$ cat config.mk
export PLATFORM = sky130hd
export DESIGN_NAME = vio_probe_bridge
export DESIGN_NICKNAME = d
export VERILOG_FILES = /design/src/rtl/vio_probe_bridge.sv
export SDC_FILE = /design/constraint.sdc
export NUM_CORES = 1
export LEC_CHECK = 0
export ABC_AREA = 1
export BUFFER_PORTS_ARGS = -buffer_cell sky130_fd_sc_hd__buf_2
export CORE_ASPECT_RATIO = 1.1
export CORE_MARGIN = 2
export CORE_UTILIZATION = 54
export DETAILED_ROUTE_END_ITERATION = 10
export HOLD_SLACK_MARGIN = 0.08
export PLACE_DENSITY = 0.75
export SETUP_SLACK_MARGIN = 0.15
export SLEW_MARGIN = 20
export SYNTH_ARGS = -nofsm -noshare
export SYNTH_HDL_FRONTEND = slang
export SYNTH_SLANG_ARGS = --single-unit
$ cat constraint.sdc
create_clock -name clk -period 48.7 [get_ports clk]
set_clock_uncertainty 0.15 [all_clocks]
set_input_delay 9.74 -clock clk [delete_from_list [all_inputs] [get_ports clk]]
set_output_delay 9.74 -clock clk [all_outputs]
set_load 0.005 [all_outputs]
$ cat src/rtl/vio_probe_bridge.sv
// rtl/vio_probe_bridge.sv - virtual-I/O probe bridge with register host port
//
// Samples twelve CPU debug signals into snapshot registers, tracks sticky
// per-probe activity, and drives an ALU B operand override into the datapath.
//
// Ports:
//   clk, rst          clock, asynchronous active-high reset
//   probe_in0..11     debug probes (1,1,1,32,32,32,32,32,4,32,32,32 bits)
//   probe_out0        alternate ALU B operand
//   probe_out1        override select (1 = use probe_out0)
//   host_addr/wr/wdata/rd   word-addressed register access, single-cycle strobes
//   host_rdata/rvalid       registered read data, one-cycle valid pulse
module vio_probe_bridge (
    input  logic        clk,
    input  logic        rst,
    input  logic        probe_in0,
    input  logic        probe_in1,
    input  logic        probe_in2,
    input  logic [31:0] probe_in3,
    input  logic [31:0] probe_in4,
    input  logic [31:0] probe_in5,
    input  logic [31:0] probe_in6,
    input  logic [31:0] probe_in7,
    input  logic [3:0]  probe_in8,
    input  logic [31:0] probe_in9,
    input  logic [31:0] probe_in10,
    input  logic [31:0] probe_in11,
    output logic [31:0] probe_out0,
    output logic        probe_out1,
    input  logic [4:0]  host_addr,
    input  logic        host_wr,
    input  logic [31:0] host_wdata,
    input  logic        host_rd,
    output logic [31:0] host_rdata,
    output logic        host_rvalid
);
    localparam logic [31:0] ID_VALUE  = 32'h5649_4F01;
    localparam logic [4:0]  ADDR_ACT  = 5'h0C;
    localparam logic [4:0]  ADDR_CTRL = 5'h0D;
    localparam logic [4:0]  ADDR_OUT0 = 5'h10;
    localparam logic [4:0]  ADDR_OUT1 = 5'h11;
    localparam logic [4:0]  ADDR_ID   = 5'h1F;

    logic [31:0] probe_ext [12];

    assign probe_ext[0]  = {31'd0, probe_in0};
    assign probe_ext[1]  = {31'd0, probe_in1};
    assign probe_ext[2]  = {31'd0, probe_in2};
    assign probe_ext[3]  = probe_in3;
    assign probe_ext[4]  = probe_in4;
    assign probe_ext[5]  = probe_in5;
    assign probe_ext[6]  = probe_in6;
    assign probe_ext[7]  = probe_in7;
    assign probe_ext[8]  = {28'd0, probe_in8};
    assign probe_ext[9]  = probe_in9;
    assign probe_ext[10] = probe_in10;
    assign probe_ext[11] = probe_in11;

    logic [31:0] snap_q [12];
    logic [31:0] snap_d [12];
    logic [31:0] prev_q [12];
    logic [31:0] prev_d [12];
    logic [11:0] act_q, act_d;
    logic        primed_q, primed_d;
    logic        auto_q, auto_d;
    logic [31:0] alt_q, alt_d;
    logic        sel_q, sel_d;
    logic [31:0] rdata_q, rdata_d;
    logic        rvalid_q, rvalid_d;

    logic        wr_act, wr_ctrl, wr_out0, wr_out1, capture;
    logic [11:0] diff;
    logic [11:0] clr_mask;
    logic [31:0] rd_mux;

    always_comb begin
        wr_act   = host_wr && (host_addr == ADDR_ACT);
        wr_ctrl  = host_wr && (host_addr == ADDR_CTRL);
        wr_out0  = host_wr && (host_addr == ADDR_OUT0);
        wr_out1  = host_wr && (host_addr == ADDR_OUT1);
        capture  = wr_ctrl && host_wdata[0];
        clr_mask = wr_act ? host_wdata[11:0] : 12'd0;

        diff = 12'd0;
        for (int i = 0; i < 12; i++) begin
            diff[i]   = (probe_ext[i] != prev_q[i]);
            prev_d[i] = probe_ext[i];
            snap_d[i] = (auto_q || capture) ? probe_ext[i] : snap_q[i];
        end

        // Clear first, then OR in new activity so a same-cycle set wins.
        act_d = act_q & ~clr_mask;
        if (primed_q) begin
            act_d = act_d | diff;
        end
        primed_d = 1'b1;

        auto_d = wr_ctrl ? host_wdata[1]    : auto_q;
        alt_d  = wr_out0 ? host_wdata       : alt_q;
        sel_d  = wr_out1 ? host_wdata[0]    : sel_q;

        // Read mux sees pre-write state; live probes stand in for snapshots
        // under AUTO since that is what the snapshot loads on this edge.
        rd_mux = 32'd0;
        case (host_addr)
            ADDR_ACT:  rd_mux = {20'd0, act_q};
            ADDR_CTRL: rd_mux = {30'd0, auto_q, 1'b0};
            ADDR_OUT0: rd_mux = alt_q;
            ADDR_OUT1: rd_mux = {31'd0, sel_q};
            ADDR_ID:   rd_mux = ID_VALUE;
            default: begin
                if (host_addr < 5'd12) begin
                    rd_mux = auto_q ? probe_ext[host_addr[3:0]] : snap_q[host_addr[3:0]];
                end
            end
        endcase

        rdata_d  = host_rd ? rd_mux : rdata_q;
        rvalid_d = host_rd;
    end

    always_ff @(posedge clk or posedge rst) begin
        if (rst) begin
            for (int i = 0; i < 12; i++) begin
                snap_q[i] <= 32'd0;
                prev_q[i] <= 32'd0;
            end
            act_q    <= 12'd0;
            primed_q <= 1'b0;
            auto_q   <= 1'b1;
            alt_q    <= 32'd0;
            sel_q    <= 1'b0;
            rdata_q  <= 32'd0;
            rvalid_q <= 1'b0;
        end else begin
            for (int i = 0; i < 12; i++) begin
                snap_q[i] <= snap_d[i];
                prev_q[i] <= prev_d[i];
            end
            act_q    <= act_d;
            primed_q <= primed_d;
            auto_q   <= auto_d;
            alt_q    <= alt_d;
            sel_q    <= sel_d;
            rdata_q  <= rdata_d;
            rvalid_q <= rvalid_d;
        end
    end

    assign probe_out0  = alt_q;
    assign probe_out1  = sel_q;
    assign host_rdata  = rdata_q;
    assign host_rvalid = rvalid_q;
endmodule

==> results.sh, run 1 <==
export IMPL_status="finished clean"
export IMPL_drv_cap=0
export IMPL_setup_viol=0
export IMPL_synth_top_area_share_pct=54.0
export IMPL_avgSynthCellArea_um2=8.94
export IMPL_total_power_w=0.00142
export IMPL_grt_max_degree=245
export IMPL_yosys_warnings=0
export IMPL_synthDistinctLibCells=27
export IMPL_wl_per_cell_um=20.1
export IMPL_clk_pin_slew_ns=0.06
export IMPL_async_reset_ff_share_pct=100
export IMPL_antenna_found_initial=23
export IMPL_placed_cell_area_mm2=0.0303
export IMPL_tightestPinTransition_ns=1.13
export IMPL_die_h_um=243
export IMPL_p_int_w=0.00100
export IMPL_syn_nets=3437
export IMPL_grt_pass1_wl_um=128000
export IMPL_fin_crit_sh_pct=26.5
export IMPL_synthTopCellsByArea="dfrtp_1, nand2_1, xnor2_1"
export IMPL_grt_busiest_layer="met2"
export IMPL_use_met2_pct=50.1
export IMPL_crit_type="in -> reg"
export IMPL_clkPwrFrac_pct=33.6
export IMPL_timing_rr_end="snap_q[73]"
export IMPL_tns_ns=0
export IMPL_coreArea_mm2=0.0513
export IMPL_cts_resized=0
export IMPL_wl_um=83800
export IMPL_power_density_mw_per_mm2=43.8
export IMPL_num_vias=23000
export IMPL_globalRouteMet3Util_pct=5.39
export IMPL_critPathLaunchType="input pin"
export IMPL_max_slew_margin_pct=24.7
export IMPL_swShare_pct=29.2
export IMPL_htree_levels=2
export IMPL_drt_iter0_markers=2255
export IMPL_synth_edf_count=0
export IMPL_seq_power_share_pct=46.1
export IMPL_syn_inst=3133
export IMPL_numPortBuffers=369
export IMPL_cts_setup_buffers=0
export IMPL_die_area_mm2=0.0537
export IMPL_clk_latency_ns=0.63
export IMPL_grt_pass1_vias=22100
export IMPL_cts_tree="done"
export IMPL_hold_depth=1
export IMPL_dp_cells=4034
export IMPL_grt_util_met1_pct=40.5
export IMPL_worstPathMaxFanout=84
export IMPL_max_freq_ghz=0.0775
export IMPL_detailedPlace_worstSlack_ns=35.27
export IMPL_cts_inserted_buffers=60
export IMPL_slew_violations=0
export IMPL_area_growth_pct=15.4
export IMPL_end_kind="flip-flop"
export IMPL_p_comb_share_pct=20.3
export IMPL_ys_ff_latch=606
export IMPL_peakVddDrop_v=0.0000310
export IMPL_yosys_most_used_dff="dfrtp_1"
export IMPL_r2r_cells=5
export IMPL_syn_cell_area_mm2=0.0280
export IMPL_die_width_um=221
export IMPL_rsz0062_at_grt="false"
export IMPL_holdBufCountCts=0
export IMPL_viasPerCell=5.53
export IMPL_postRouteAntennaNets=0
export IMPL_io_pins=370
export IMPL_root_buffer="clkbuf_16"
export IMPL_fin_cells=4157
export IMPL_gp_congestion=0.939
export IMPL_synth_top_area_cell="dfrtp_1"
export IMPL_power_switching_w=0.000414
export IMPL_synth_common_cells="nand2_1, dfrtp_1, nor2_1"
export IMPL_drc=0
export IMPL_rows=87
export IMPL_yosysMostFrequentCell="nand2_1"
export IMPL_min_path_type="reg -> reg"
export IMPL_crit_start="host_addr[2]"
export IMPL_num_fill_cells=4372
export IMPL_hold_start="snap_q[15]"
export IMPL_cp_required_ns=49.06
export IMPL_nNetsFinal=3733
export IMPL_r2r_slack_ns=45.70
export IMPL_cts_num_sinks=606
export IMPL_start_util_pct=54.6
export IMPL_p_leak_nw=15.1
export IMPL_stdcell_area_mm2=0.0323
export IMPL_clockBufferDepth=3
export IMPL_finalCriticalPeriod_ns=12.91
export IMPL_synth_seq_area_share_pct=54.1
export IMPL_grt_overflow=0
export IMPL_drive_gt1_share_pct=19.4
export IMPL_crit_arrival_ns=13.27
export IMPL_worst_slack_ns=35.79
export IMPL_dpl_hpwl_um=60000
export IMPL_hold_viol=0
export IMPL_min_to="snap_q[15]"
export IMPL_dr_pass1_iters=5
export IMPL_gr_usage_all_layers_pct=31.0
export IMPL_r2r_start="auto_q"
==> worst max path at each step <==
stage / end / cells past startpoint / slack [ns]
after floorplan: act_q[0] / 1 / 21.85
after global routing: snap_q[73] / 9 / 35.62
after global placement: snap_q[8] / 9 / 35.30
final: snap_q[73] / 9 / 35.79
after CTS: snap_q[11] / 9 / 35.91
after detailed placement: snap_q[11] / 9 / 35.27
==> cell type report <==
type                            instances  area (µm²)  share of cell area, %
Clock buffer                           85        1780                   5.50
Timing Repair Buffer                  395        2080                   6.42
Sequential cell                       606       15200                   46.9
Inverter                              224         851                   2.63
Multi-Input combinational cell       2142       11300                   35.1
Tap cell                              667         835                   2.58
Clock inverter                         23         256                  0.793
Antenna cell                           15        37.5                  0.116
==> worst max-delay path: stages <==
cell and delay [ns]:
buf_2 0.09, buf_4 0.56, nand2_1 0.19, nor2_1 0.19, nand3_1 0.17, o21ai_4 0.21, buf_4 0.73, buf_4 0.84
mux2_2 0.42
==> sequential cells by signal, indices dropped and copies added, names as in the netlist <==
register,count
host_rvalid,1
prev_q,263
primed_q,1
host_rdata,32
auto_q,1
snap_q,263
act_q,12
probe_out1,1
probe_out0,32
==> layout by cell type (no fill, tap or decap), types with 4 or more instances in the layout <==
master / instances
a21boi_0: 7
a21oi_1: 208
buf_2: 367
buf_4: 25
bufinv_16: 5
clkbuf_1: 9
clkbuf_16: 62
clkbuf_8: 14
clkinv_2: 15
dfrtp_1: 605
diode_2: 15
inv_1: 217
inv_2: 4
mux2_1: 12
mux2_2: 126
nand2_1: 775
nand3_1: 162
nand4_1: 42
nor2_1: 225
nor3_1: 14
o211ai_1: 25
o21ai_0: 209
o21ai_1: 78
or2_2: 43
xnor2_1: 183
xor2_1: 27
==> through the flow <==
step,utilization [%],hold WS (ns)
after global routing,63.0,0.356
after detailed placement,59.0,0.320
after global placement,59.0,0.316
final,63.1,0.335
after CTS,63.0,0.334
after floorplan,-,0.302
==> per-layer routing <==
| metal | share of wire (%) | vias to the layer above |
|---|---|---|
| met4 | 5.5 | 20 |
| met1 | 40 | 11100 |
| met2 | 47 | 887 |
| met3 | 7.0 | 232 |
| li1 | - | 10700 |
| met5 | 0.16 | - |
==> power groups by stage <==
stage | Clock [W] | Sequential, W | Combinational, W
2_1_floorplan | 0 | 0.000652 | 0.000199
3_3_place_gp | 0 | 0.000655 | 0.000277
3_5_place_dp | 0 | 0.000660 | 0.000284
4_1_cts | 0.000481 | 0.000652 | 0.000287
5_1_grt | 0.000502 | 0.000664 | 0.000321
6_report | 0.000477 | 0.000653 | 0.000287
==> kinds of logic after synthesis <==
group	after synthesis	synth area share (%)
AO/OA/AOI/OAI	528	9.72
other	1	0.0134
XOR/XNOR	210	6.57
multiplexers	138	5.55
flip-flops	606	54.1
buffers and inverters	385	5.49
AND/OR/NAND/NOR	1265	18.5
Note: power is estimated with default switching activity, not from simulation.
==> run 2: changes to the inputs <==
==> constraint.sdc (replaced) <==
create_clock -name clk -period 12.9 [get_ports clk]
set_clock_uncertainty 0.15 [all_clocks]
set_input_delay 2.58 -clock clk [delete_from_list [all_inputs] [get_ports clk]]
set_output_delay 2.58 -clock clk [all_outputs]
set_load 0.005 [all_outputs]
==> results.sh, run 2 (same netlist as run 1, synthesis figures left out) <==
export IMPL_wl_per_cell_um=20.5
export IMPL_grt_pass1_vias=22400
export IMPL_gp_congestion=0.942
export IMPL_dpl_hpwl_um=60600
export IMPL_wl_um=85200
export IMPL_nNetsFinal=3731
export IMPL_stdcell_area_mm2=0.0323
export IMPL_drt_iter0_markers=2478
export IMPL_critPathLaunchType="input pin"
export IMPL_setup_viol=0
export IMPL_layout_commonest_cell="nand2_1"
export IMPL_slew_violations=0
export IMPL_crit_type="in -> reg"
export IMPL_drv_cap=0
export IMPL_clk_pin_slew_ns=0.06
export IMPL_coreArea_mm2=0.0513
export IMPL_dr_pass1_iters=6
export IMPL_die_h_um=243
export IMPL_grt_max_degree=217
export IMPL_io_pins=370
export IMPL_finalCriticalPeriod_ns=5.53
export IMPL_placed_cell_area_mm2=0.0303
export IMPL_end_kind="flip-flop"
export IMPL_fin_cells=4152
export IMPL_htree_levels=2
export IMPL_top_regs="prev_q x263, snap_q x263"
export IMPL_drc=0
export IMPL_antenna_found_initial=21
export IMPL_postRouteAntennaNets=0
export IMPL_die_area_mm2=0.0537
export IMPL_cts_num_sinks=606
export IMPL_cp_required_ns=13.26
export IMPL_max_freq_ghz=0.181
export IMPL_area_growth_pct=15.5
export IMPL_peakVddDrop_v=0.000110
export IMPL_root_buffer="clkbuf_16"
export IMPL_rsz0062_at_grt="false"
export IMPL_min_path_type="reg -> reg"
export IMPL_fin_crit_sh_pct=42.9
export IMPL_drive_gt1_share_pct=19.3
export IMPL_numPortBuffers=369
export IMPL_rows=87
export IMPL_cts_inserted_buffers=60
export IMPL_grt_overflow=0
export IMPL_holdBufCountCts=0
export IMPL_layout_common_cells="nand2_1, dfrtp_1, buf_2, nor2_1, inv_1"
export IMPL_cts_setup_buffers=0
export IMPL_max_slew_margin_pct=26.8
export IMPL_worstPathMaxFanout=67
export IMPL_start_util_pct=54.6
export IMPL_hold_viol=0
export IMPL_num_vias=23000
export IMPL_tns_ns=0
export IMPL_p_leak_nw=15.1
export IMPL_gr_usage_all_layers_pct=31.8
export IMPL_power_density_mw_per_mm2=166
export IMPL_viasPerCell=5.54
export IMPL_cts_tree="done"
export IMPL_tightestPinTransition_ns=1.10
export IMPL_clk_latency_ns=0.63
export IMPL_status="finished clean"
export IMPL_crit_arrival_ns=5.89
export IMPL_clockBufferDepth=3
export IMPL_cts_resized=0
export IMPL_dp_cells=4032
export IMPL_die_width_um=221
export IMPL_grt_pass1_wl_um=130000
## run 2: cell types whose count changed in the layout (fill, tap and decap cells not counted), sizes merged
cell	previous run	this run
buf	395	393
bufinv	5	7
clkbuf	85	83
clkinvlp	2	4
diode	15	13
inv	223	221
clkinv	17	16
## run 2: layout make-up
class                      instances  area (µm²)
tap                              667         835
sequential                       606       15200
antenna                           13        32.5
fill                            4361       18900
timing repair buffer             393        2080
multi-input combinational       2142       11300
inverter                         224         848
clock inverter                    24         307
clock buffer                      83        1740
## run 2: metrics by stage
| stage | power, W | util, % | setup WS (ns) | hold WS (ns) |
|---|---|---|---|---|
| after floorplan | 0.00321 | - | 1.90 | 0.302 |
| after global placement | 0.00353 | 59.0 | 6.85 | 0.318 |
| after detailed placement | 0.00357 | 59.0 | 6.83 | 0.325 |
| after CTS | 0.00539 | 63.0 | 7.47 | 0.338 |
| after global routing | 0.00565 | 63.0 | 7.23 | 0.347 |
| final | 0.00538 | 63.1 | 7.37 | 0.335 |
## run 2: power breakdown
group | switching (W) | internal [W]
Clock | 0.000748 | 0.00107
Sequential | 0.000176 | 0.00229
Combinational | 0.000652 | 0.000442
Total | 0.00158 | 0.00381
## run 2: per-layer routing
layer,share of wire [%],track usage (%)
met1,39,40.6
met2,47,50.7
met3,7.5,6.43
met4,6.1,18.1
met5,0.14,0
## run 2: worst max-delay path, stage by stage
cell and delay, ns:
buf_2 0.09, buf_4 0.60, nand2_1 0.20, nor2_1 0.17, nand3_1 0.16, o21ai_4 0.21
buf_4 0.64, buf_4 0.70, mux2_2 0.41
## run 2: worst paths after layout
path                         startpoint       endpoint  slack (ns)  cells past startpoint
max                        host_addr[2]     snap_q[25]        7.37                      9
min                         snap_q[246]    snap_q[246]        0.33                      1
max reg2reg                      auto_q     snap_q[25]        9.90                      5
min reg2reg                 snap_q[246]    snap_q[246]        0.33                      1
max in group asynchronous           rst    snap_q[250]        8.30                      4
min in group asynchronous           rst  probe_out0[0]        1.96                      2
==> run 3: changes to the inputs <==
==> constraint.sdc (replaced) <==
create_clock -name clk -period 5.3 [get_ports clk]
set_clock_uncertainty 0.15 [all_clocks]
set_input_delay 1.06 -clock clk [delete_from_list [all_inputs] [get_ports clk]]
set_output_delay 1.06 -clock clk [all_outputs]
set_load 0.005 [all_outputs]
==> results.sh, run 3 (same netlist as run 1, synthesis figures left out) <==
export IMPL_status="finished clean"
export IMPL_power_density_mw_per_mm2=406
export IMPL_r2r_start="auto_q"
export IMPL_tightestPinTransition_ns=1.00
export IMPL_drc=0
export IMPL_fin_crit_sh_pct=65.5
export IMPL_clkPwrFrac_pct=34.0
export IMPL_max_freq_ghz=0.288
export IMPL_p_int_w=0.00939
export IMPL_start_util_pct=54.6
export IMPL_dpl_hpwl_um=62700
export IMPL_layout_common_cells="nand2_1, dfrtp_1, buf_2, nor2_1, inv_1"
export IMPL_cts_resized=0
export IMPL_num_vias=23400
export IMPL_swShare_pct=29.2
export IMPL_grt_pass1_wl_um=131000
export IMPL_max_slew_margin_pct=32.9
export IMPL_drt_iter0_markers=2552
export IMPL_postRouteAntennaNets=0
export IMPL_cts_inserted_buffers=61
export IMPL_root_buffer="clkbuf_16"
export IMPL_end_kind="flip-flop"
export IMPL_gp_congestion=0.972
export IMPL_rsz0062_at_grt="false"
export IMPL_htree_levels=2
export IMPL_wl_um=86500
export IMPL_dr_pass1_iters=6
export IMPL_layout_core_utilization_pct=63.8
export IMPL_worstPathMaxFanout=83
export IMPL_crit_chain="buf_4 -> buf_4 -> nor2_4 -> nand3_1 -> inv_2 -> nand2_1 -> buf_4 -> o21ai_0"
export IMPL_drv_cap=0
export IMPL_p_leak_nw=15.3
export IMPL_min_path_type="reg -> reg"
export IMPL_fin_cells=4175
export IMPL_rows=87
export IMPL_layout_commonest_cell="nand2_1"
export IMPL_crit_path_frequent_cell="buf_4"
export IMPL_grt_overflow=0
export IMPL_grt_pass1_vias=22300
export IMPL_nNetsFinal=3758
export IMPL_antenna_found_initial=17
export IMPL_wl_per_cell_um=20.7
export IMPL_viasPerCell=5.60
export IMPL_tns_ns=0
export IMPL_area_growth_pct=16.7
export IMPL_hold_start="snap_q[15]"
export IMPL_crit_type="in -> reg"
export IMPL_p_comb_share_pct=20.6
export IMPL_die_h_um=243
export IMPL_cts_num_sinks=606
export IMPL_grt_max_degree=137
export IMPL_hold_viol=0
export IMPL_holdBufCountCts=0
export IMPL_cp_required_ns=5.68
export IMPL_drive_gt1_share_pct=19.9
export IMPL_coreArea_mm2=0.0513
export IMPL_top_regs="prev_q x263, snap_q x263"
export IMPL_io_pins=370
export IMPL_numPortBuffers=369
export IMPL_peakVddDrop_v=0.000284
export IMPL_clk_latency_ns=0.64
export IMPL_dp_cells=4058
export IMPL_finalCriticalPeriod_ns=3.47
export IMPL_crit_slowest_cell="nand2_1"
export IMPL_power_switching_w=0.00388
export IMPL_clockBufferDepth=3
export IMPL_crit_start="host_addr[0]"
export IMPL_setup_viol=0
export IMPL_cts_setup_buffers=0
export IMPL_die_area_mm2=0.0537
export IMPL_die_width_um=221
export IMPL_seq_power_share_pct=45.4
export IMPL_total_power_w=0.0133
export IMPL_cts_tree="done"
export IMPL_gr_usage_all_layers_pct=32.0
export IMPL_max_stage_delay_ns=0.78
export IMPL_crit_arrival_ns=3.86
export IMPL_clk_pin_slew_ns=0.06
export IMPL_critPathLaunchType="input pin"
export IMPL_slew_violations=0
-- run 3: cell types whose count changed in the layout (fill, tap and decap cells not counted), sizes merged --
cell,change
diode,-4
clkinvlp,-1
clkinv,-3
buf,+26
clkbuf,+5
-- run 3: final timing paths --
kind	to	slack [ns]	cells past startpoint
worst min register to register	snap_q[15]	0.33	1
worst max register to register	host_rdata[1]	2.66	6
worst max-delay path	probe_out0[7]	1.83	8
worst min-delay path	snap_q[15]	0.33	1
max in group asynchronous	prev_q[185]	3.36	3
min in group asynchronous	prev_q[262]	0.43	2
-- run 3: critical path: cells and delay by family --
kind / cells / cell delay [ns]
simple gates: 3 / 1.09
buf+inv: 4 / 1.43
compound gates: 1 / 0.19
-- run 3: power groups by stage --
stage / registers, W / clock network, W / logic, W
global route: 0.00611 / 0.00473 / 0.00303
CTS: 0.00601 / 0.00454 / 0.00273
global placement: 0.00604 / 0 / 0.00261
detailed placement: 0.00608 / 0 / 0.00270
floorplan: 0.00599 / 0 / 0.00183
finish: 0.00602 / 0.00451 / 0.00274
-- run 3: cell type report --
| cell class | count | area (µm²) |
|---|---|---|
| Antenna cell | 9 | 22.5 |
| Clock buffer | 88 | 1790 |
| Clock inverter | 20 | 292 |
| Fill cell | 4283 | 18600 |
| Inverter | 224 | 848 |
| Multi-Input combinational cell | 2142 | 11300 |
| Sequential cell | 606 | 15200 |
| Tap cell | 667 | 835 |
| Timing Repair Buffer | 419 | 2400 |
-- run 3: per-layer routing --
layer  track usage (%)  wire, µm
met5                 0       112
met4              17.5      4920
met3              5.62      6880
met2              51.0     41000
met1              41.8     33600
-- run 3: per-stage QoR --
step,setup slack [ns],hold slack (ns),instance area (µm²)
final,1.83,0.334,32700
after detailed placement,1.18,0.324,30600
after floorplan,-4.18,0.302,28000
after CTS,1.84,0.337,32700
after global routing,1.50,0.350,32700
after global placement,1.27,0.312,30500
